--- src/rtl/alu_op_sequencer.sv ---
// Instruction sequencer driving a registered ALU: decodes, issues one op,
// waits ALU_LAT cycles, then writes the result into a 4-entry register file.
module alu_op_sequencer #(
  parameter int ALU_LAT = 2,
  parameter int W       = 4
) (
  input  logic         clk,
  input  logic         rst,
  input  logic         instr_valid,
  output logic         instr_ready,
  input  logic [13:0]  instr,
  output logic         alu_en,
  output logic [3:0]   alu_fun,
  output logic [W-1:0] alu_a,
  output logic [W-1:0] alu_b,
  input  logic [W-1:0] alu_out,
  input  logic         alu_carry,
  output logic         done,
  output logic         err,
  input  logic         err_clr,
  output logic         carry_flag,
  input  logic [1:0]   rd_sel,
  output logic [W-1:0] rd_data
);

  localparam int CW = (ALU_LAT > 1) ? $clog2(ALU_LAT) : 1;
  localparam logic [CW-1:0] CNT_INIT = CW'(ALU_LAT - 1);

  typedef enum logic [1:0] {IDLE, ISSUE, WAIT, WB} state_t;

  state_t        state_q, state_d;
  logic [CW-1:0] cnt_q, cnt_d;
  logic [W-1:0]  rf_q [4];
  logic [W-1:0]  rf_d [4];
  logic [3:0]    fun_q, fun_d;
  logic [W-1:0]  a_q, a_d;
  logic [W-1:0]  b_q, b_d;
  logic [1:0]    rd_q, rd_d;
  logic          err_q, err_d;
  logic          carry_q, carry_d;

  logic [1:0] i_cls;
  logic [3:0] i_fun;
  logic [1:0] i_rd;
  logic [1:0] i_ra;
  logic [1:0] i_rb;
  logic [3:0] i_imm;
  logic       fun_ok;
  logic       hs;

  assign i_cls = instr[13:12];
  assign i_fun = instr[11:8];
  assign i_rd  = instr[7:6];
  assign i_ra  = instr[5:4];
  assign i_rb  = instr[3:2];
  assign i_imm = instr[3:0];

  // legal: 1000, 1001 and 0000..0101
  assign fun_ok = i_fun[3] ? (i_fun[2:1] == 2'b00)
                           : (i_fun[2:1] != 2'b11);

  assign instr_ready = (state_q == IDLE);
  assign hs          = instr_valid & instr_ready;

  always_comb begin
    state_d = state_q;
    cnt_d   = cnt_q;
    rf_d    = rf_q;
    fun_d   = fun_q;
    a_d     = a_q;
    b_d     = b_q;
    rd_d    = rd_q;
    carry_d = carry_q;
    err_d   = err_q & ~err_clr;
    unique case (state_q)
      IDLE: begin
        if (hs) begin
          unique case (i_cls)
            2'b00: begin
              if (fun_ok) begin
                fun_d   = i_fun;
                a_d     = rf_q[i_ra];
                b_d     = rf_q[i_rb];
                rd_d    = i_rd;
                state_d = ISSUE;
              end else begin
                err_d = 1'b1;
              end
            end
            2'b01:   rf_d[i_rd] = W'(i_imm);
            2'b10:   ;
            default: err_d = 1'b1;
          endcase
        end
      end
      ISSUE: begin
        cnt_d   = CNT_INIT;
        state_d = (ALU_LAT == 1) ? WB : WAIT;
      end
      WAIT: begin
        cnt_d = cnt_q - CW'(1);
        if (cnt_d == '0) state_d = WB;
      end
      WB: begin
        rf_d[rd_q] = alu_out;
        carry_d    = alu_carry;
        state_d    = IDLE;
      end
      default: state_d = IDLE;
    endcase
  end

  always_ff @(posedge clk or posedge rst) begin
    if (rst) begin
      state_q <= IDLE;
      cnt_q   <= '0;
      for (int i = 0; i < 4; i++) rf_q[i] <= '0;
      fun_q   <= '0;
      a_q     <= '0;
      b_q     <= '0;
      rd_q    <= '0;
      err_q   <= 1'b0;
      carry_q <= 1'b0;
    end else begin
      state_q <= state_d;
      cnt_q   <= cnt_d;
      rf_q    <= rf_d;
      fun_q   <= fun_d;
      a_q     <= a_d;
      b_q     <= b_d;
      rd_q    <= rd_d;
      err_q   <= err_d;
      carry_q <= carry_d;
    end
  end

  assign alu_en     = (state_q == ISSUE);
  assign done       = (state_q == WB);
  assign alu_fun    = fun_q;
  assign alu_a      = a_q;
  assign alu_b      = b_q;
  assign err        = err_q;
  assign carry_flag = carry_q;
  assign rd_data    = rf_q[rd_sel];

endmodule
--- config.mk ---
export PLATFORM = sky130hd
export DESIGN_NAME = alu_op_sequencer
export DESIGN_NICKNAME = d
export VERILOG_FILES = /design/src/rtl/alu_op_sequencer.sv
export SDC_FILE = /design/constraint.sdc
export NUM_CORES = 1
export LEC_CHECK = 0
export CORE_MARGIN = 5
export CORE_UTILIZATION = 56
export CTS_BUF_LIST = sky130_fd_sc_hd__clkbuf_4
export DETAILED_ROUTE_END_ITERATION = 8
export MAX_ROUTING_LAYER = met4
export PLACE_DENSITY = 0.87
export SETUP_SLACK_MARGIN = 0.5
export SLEW_MARGIN = 20
export SYNTH_ARGS = -nofsm -noshare
export SYNTH_HDL_FRONTEND = slang
export SYNTH_SLANG_ARGS = --single-unit
--- constraint.sdc ---
create_clock -name clk -period 3.52 [get_ports clk]
set_clock_uncertainty 0.15 [all_clocks]
set_input_delay 0.704 -clock clk [delete_from_list [all_inputs] [get_ports clk]]
set_output_delay 0.704 -clock clk [all_outputs]
set_load 0.01 [all_outputs]
==> flow_summary.toml, run 1 <==
[route]
num_vias = 1568
ant_nets = 0
wirelength_um = 4730
drt_iter0_markers = 127
avgRoutedWirePerCell_um = 19.3
post_drt_via_cell_ratio = 6.40
first_pass_iters = 4
drc = 0

[layout]
antenna_cells = 0
final_util = 0.747
nFillCells = 247
drive_gt1_frac = 0.191
syn2layout_area_growth_pct = 26.8
fin_cells = 245
nNetsFinal = 231
finalInstanceArea_sq_um = 2550

[critical_path]
critPathCaptureType = "primary output"
cp_cell_sequence = "clkdlybuf4s50_1, mux4_2, clkdlybuf4s50_1"
r2r_setup_slack_ns = 1.34
cp_slowest_stage_delay_ns = 0.58
ff2ff_path_depth = 4
slowest_stage = "clkdlybuf4s50_1"
timing.critical_path.mode_cell = "clkdlybuf4s50_1"
startpoint_type = "input port"
crit_arrival_ns = 2.11
crit_start = "rd_sel[1]"
cp.required_ns = 2.67
crit_end = "rd_data[3]"
worstSetupPathType = "input port to primary output"
critical_path.max_fanout = 4
rr_startpoint = "state_q[1]$_DFFE_PP0P_"
r2r_end = "rf_q[14]$_DFFE_PP0P_"

[pwr]
seq_power_share = 0.398
internal_power_uw = 1260
p_leak_uw = 0.00105
peakVddDrop_v = 0.000449
p_sw_uw = 696
swShare = 0.356
pwr-share-comb = 0.498
powerDensity_nw_per_um2 = 766
power.share.clock = 0.104

[sta]
finalHoldViolCount = 0
worst_pin_slew_ns = 0.639
final-max-slew-violation-count = 0
timing.fmax_mhz = 337
slew_headroom = 0.573
grt_setup_unrepaired = "false"
min_period_over_period = 0.843
finalCriticalPeriod_ns = 2.97
timing.setup.tns_ns = 0
setup_violations = 0

[die]
core-area_sq_um = 3420
rows = 21
die_h_um = 69.9
initial_core_util = 0.589
die_area_sq_um = 4890
die_x_um = 69.9
pin_count = 46

[place]
placed_cells = 238
place_congestion = 0.842
dp_hpwl_um = 3700
placed_cell_area_sq_um = 2500
port_buffers = 45

[yosys]
synth_top_cells_by_count = "dfrtp_1, a22oi_1, o2bb2ai_1"
synth_edf_count = 0
yosysWarnings = 0
yosys.area_share.simple = 0.0728
synth_top_family_by_area = "multiplexers"
synth-seq-cells = 35
ys_seq_area_frac = 0.435
synth.most_common_cell = "dfrtp_1"
ys_types = 33
synthTopCellsByArea = "dfrtp_1, mux4_2, mux2_4, o2bb2ai_1, a22oi_1"
synthCells = 149
synth_nets = 181
netlist_area_sq_um = 2010
synth_xor_xnor_area_share = 0
synthAdderAreaFrac = 0.0491
ys.flop_type = "dfrtp_1"
muxShareOfSynthArea = 0.237
ys_async_sr_fraction = 1.00
synth_top_area_share = 0.435
synth_compound_area_frac = 0.172
syn_avg_cell_area_sq_um = 13.5
yosysTopAreaCell = "dfrtp_1"

[grt]
grt_pass1_wl_um = 8030
grt_start_max_net_pins = 29
grt_use_total = 0.213
grt_pass1_vias = 1608
grt.overflow.total = 0
grt_antenna_before_repair = 0

[status]
status = "complete, no violations"

[clock_network]
clkTransAtPathRegs_ns = 0.08
htree_levels = 2
cts_root_buf = "clkbuf_4"
cts_setup_buffers = 0
cts_num_sinks = 35
ctsHoldBuffers = 0
insertion_delay_ns = 0.35
cts_tree = "done"
cts_buffer_depth = 2
numCtsBuffers = 5

[job]
cap_viol_max_count = 0

[worst_hold_path]
hold_class = "flop to flop"
min_from = "alu_a[0]$_DFFE_PP0P_"
==> area by class of cell <==
class	instances	area, sq um	area share
clock buffers	5	37.5	0.0147
clock inverters	2	8.76	0.00343
repair buffers	48	473	0.185
multi-input cells	101	1070	0.419
inverters	8	30.0	0.0118
flip-flops and latches	35	876	0.343
well taps	46	57.6	0.0226
==> power groups by stage <==
stage	sequential (uW)	combinational (uW)	clock, uW
3_5_place_dp	781	979	0
4_1_cts	775	982	204
6_report	777	974	203
5_1_grt	803	1050	220
2_1_floorplan	756	573	0
3_3_place_gp	752	943	0
==> state kept, by name (all words and copies together) (netlist names) <==
name,count
carry_flag,1
state_q,2
rf_q,16
rd_q,2
err,1
cnt_q,1
alu_a,4
alu_b,4
alu_fun,4
==> worst max-delay path, delay by kind of cell <==
| family | cells | cell delay [ns] |
|---|---|---|
| buffers and inverters | 2 | 1.07 |
| muxes | 1 | 0.34 |
==> layout by cell type (no fill, tap or decap), drive strengths merged, types with 4 or more instances in the layout <==
| cell type | count |
|---|---|
| clkdlybuf4s50 | 44 |
| dfrtp | 35 |
| a22oi | 16 |
| o2bb2ai | 16 |
| mux2 | 15 |
| mux4 | 12 |
| inv | 8 |
| ha | 7 |
| clkbuf | 5 |
| o22ai | 4 |
==> routing by layer <==
metal / GRT usage / part of all wire / up-vias
met5: - / 0 / -
met4: 0.0872 / 0.019 / 0
met3: 0.0488 / 0.079 / 9
met2: 0.329 / 0.50 / 75
met1: 0.271 / 0.41 / 785
li1: - / - / 699
==> metrics by stage <==
step / setup WS (ns) / total power [uW] / hold WS (ns)
global placement: 0.307 / 1700 / 0.340
detailed placement: 0.283 / 1760 / 0.346
finish: 0.553 / 1960 / 0.366
CTS: 0.556 / 1960 / 0.366
floorplan: 1.43 / 1330 / 0.333
global route: 0.512 / 2080 / 0.381
==> worst min path at each step <==
stage                      endpoint  slack, ns  cells after the start
4_1_cts        alu_a[0]$_DFFE_PP0P_       0.37                      1
3_5_place_dp   alu_a[0]$_DFFE_PP0P_       0.35                      1
5_1_grt        alu_a[3]$_DFFE_PP0P_       0.38                      1
6_report       alu_a[0]$_DFFE_PP0P_       0.37                      1
3_3_place_gp   alu_a[0]$_DFFE_PP0P_       0.34                      1
2_1_floorplan   rf_q[4]$_DFFE_PP0P_       0.33                      1
==> repair_timing <==
item | 4_1_cts | 5_1_grt
gates cloned | 0 | 0
resized for setup | 1 | 1
endpoints found under the setup margin | 4 | 3
hold endpoints to repair | 0 | 0
==> kinds of logic (layout without fill, tap and decap cells) <==
logic type,Yosys count,in the layout
and+or+nand+nor,22,22
adders and majority gates,8,8
AOI/OAI and AO/OA,44,44
muxes,27,27
buffers and inverters,13,63
DFF,35,35
No activity file was read; power rests on OpenSTA's default activity.
==> inputs of run 2 (changes only) <==
--- a/config.mk
+++ b/config.mk
@@ -6,11 +6,11 @@
 export NUM_CORES = 1
 export LEC_CHECK = 0
 export CORE_MARGIN = 5
-export CORE_UTILIZATION = 56
+export CORE_UTILIZATION = 52
 export CTS_BUF_LIST = sky130_fd_sc_hd__clkbuf_4
 export DETAILED_ROUTE_END_ITERATION = 8
 export MAX_ROUTING_LAYER = met4
-export PLACE_DENSITY = 0.87
+export PLACE_DENSITY = 0.81
 export SETUP_SLACK_MARGIN = 0.5
 export SLEW_MARGIN = 20
 export SYNTH_ARGS = -nofsm -noshare
==> constraint.sdc (replaced) <==
create_clock -name clk -period 2.9 [get_ports clk]
set_clock_uncertainty 0.15 [all_clocks]
set_input_delay 0.58 -clock clk [delete_from_list [all_inputs] [get_ports clk]]
set_output_delay 0.58 -clock clk [all_outputs]
set_load 0.01 [all_outputs]
==> run 2 against run 1 <==
  * Via count rose by 0.83%
  * First-iteration DRC count fell by 20%
  * Sequential power rose by 21%
  * Wire length fell by 2.9%
  * Clock-buffer cell count did not move
  * Utilization fell by 5.0 points
  * Largest cell class unchanged
==> flow_summary.toml, run 2 (synthesis results as in run 1) <==
[status]
status = "complete, no violations"

[clock_network]
insertion_delay_ns = 0.32
cts_buffer_depth = 2
cts_num_sinks = 35
cts_root_buf = "clkbuf_4"
ctsHoldBuffers = 0
cts_tree = "done"
htree_levels = 2
clkTransAtPathRegs_ns = 0.10
numCtsBuffers = 5
cts_setup_buffers = 0

[critical_path]
slowest_stage = "clkdlybuf4s50_1"
r2r_end = "rf_q[15]$_DFFE_PP0P_"
cp_slowest_stage_delay_ns = 0.57
worstSetupPathType = "flop to primary output"
ff2ff_path_depth = 4
cp.required_ns = 2.17
r2r_setup_slack_ns = 0.85
startpoint_type = "flop"
cp_top_family = "buffers and inverters"
critPathCaptureType = "primary output"
rr_startpoint = "state_q[1]$_DFFE_PP0P_"
critical_path.max_fanout = 11
path_buf_inv = 1
crit_arrival_ns = 1.62
cp_cell_sequence = "ha_2, clkdlybuf4s50_1"

[die]
pin_count = 46
die_x_um = 72.2
rows = 22
initial_core_util = 0.541
die_area_sq_um = 5210
core-area_sq_um = 3720
die_h_um = 72.2

[layout]
top_register = "rf_q"
nNetsFinal = 233
drive_gt1_frac = 0.224
layout_common_cells = "clkdlybuf4s50_1, dfrtp_1, a22oi_1, o2bb2ai_1, mux4_2"
layout_commonest_cell = "clkdlybuf4s50_1"
largest_reg_flops = 16
antenna_cells = 0
finalInstanceArea_sq_um = 2590
syn2layout_area_growth_pct = 28.7

[sta]
finalHoldViolCount = 0
grt_setup_unrepaired = "true"
worst_pin_slew_ns = 0.621
slew_headroom = 0.585
min_period_over_period = 0.811
fin_ws_ns = 0.549
finalCriticalPeriod_ns = 2.35
timing.fmax_mhz = 425
final-max-slew-violation-count = 0
setup_violations = 0

[worst_hold_path]
hold_end = "alu_b[3]$_DFFE_PP0P_"
hold_class = "flop to flop"
whs_path_depth = 1
min_from = "alu_b[3]$_DFFE_PP0P_"

[route]
maxUsedRoutingLayer = "met4"
ant_nets = 0
avgRoutedWirePerCell_um = 18.5
met3_length_um = 324
first_pass_iters = 4
num_vias = 1581
drc = 0
post_drt_via_cell_ratio = 6.35
wirelength_um = 4600
wl_met1_um = 1990
routed-wl-met2_um = 2210
drt_iter0_markers = 101

[pwr]
peakVddDrop_v = 0.000505
powerDensity_nw_per_um2 = 916
fin_total_pwr_uw = 2370
p_leak_uw = 0.00108

[job]
cap_viol_max_count = 0

[grt]
grt_pass1_vias = 1549
grt_antenna_before_repair = 0
grt_start_max_net_pins = 36
grt.overflow.total = 0
grt_use_total = 0.193
grt_pass1_wl_um = 7640

[place]
dp_hpwl_um = 3530
place_congestion = 0.846
placed_cell_area_sq_um = 2530
port_buffers = 45
pre_cts_slack_ns = -0.120
run 2: changes by cell type in the layout (fill, tap and decap cells not counted), sizes merged:
| cell | delta |
|---|---|
| buf | +3 |
| clkdlybuf4s15 | -1 |
| clkdlybuf4s50 | -6 |
| dlygate4sd2 | +5 |
| dlymetal6s2s | +1 |
run 2: what timing repair did:
item	4_1_cts	5_1_grt
gates cloned	0	0
endpoints found under the setup margin	6	3
resized for setup	13	3
run 2: worst max-delay path by stage:
stage                            from              endpoint  cells after the start
2_1_floorplan  state_q[0]$_DFFE_PP0P_  alu_a[2]$_DFFE_PP0P_                      6
3_3_place_gp                rd_sel[0]            rd_data[3]                      3
3_5_place_dp                rd_sel[0]            rd_data[1]                      3
4_1_cts        state_q[1]$_DFFE_PP0P_                  done                      2
5_1_grt        state_q[1]$_DFFE_PP0P_                  done                      2
6_report       state_q[1]$_DFFE_PP0P_                  done                      2
run 2: where the power goes:
| part | switching, uW | internal [uW] | leakage (uW) | total [uW] |
|---|---|---|---|---|
| logic | 464 | 728 | 0.000617 | 1190 |
| registers | 213 | 724 | 0.000439 | 937 |
| clock network | 155 | 85.9 | 0.0000285 | 241 |
run 2: worst reg2reg max path, cell delays in order (launching register included):
cell	delay (ns)
dfrtp_2	0.43
ha_2	0.30
nor3b_1	0.56
o22ai_1	0.30
o2bb2ai_1	0.20
run 2: final cells by class:
cell class	count	area (sq um)
Multi-Input combinational cell	101	1080
Clock inverter	2	8.76
Clock buffer	5	37.5
Tap cell	48	60.1
Sequential cell	35	877
Timing Repair Buffer	50	492
Fill cell	278	1130
Inverter	8	30.0
run 2: routing by layer:
| metal | vias to the layer above | track usage |
|---|---|---|
| met5 | - | - |
| li1 | 708 | - |
| met1 | 789 | 0.266 |
| met2 | 77 | 0.287 |
| met3 | 7 | 0.0360 |
| met4 | 0 | 0.0689 |
run 2: stage by stage:
stage	utilization	hold slack [ns]	TNS (ns)	std cells
floorplan	-	0.333	0	149
global placement	0.682	0.341	-0.254	242
detailed placement	0.682	0.343	-0.373	242
CTS	0.696	0.374	0	249
global route	0.697	0.383	0	249
finish	0.697	0.369	0	249
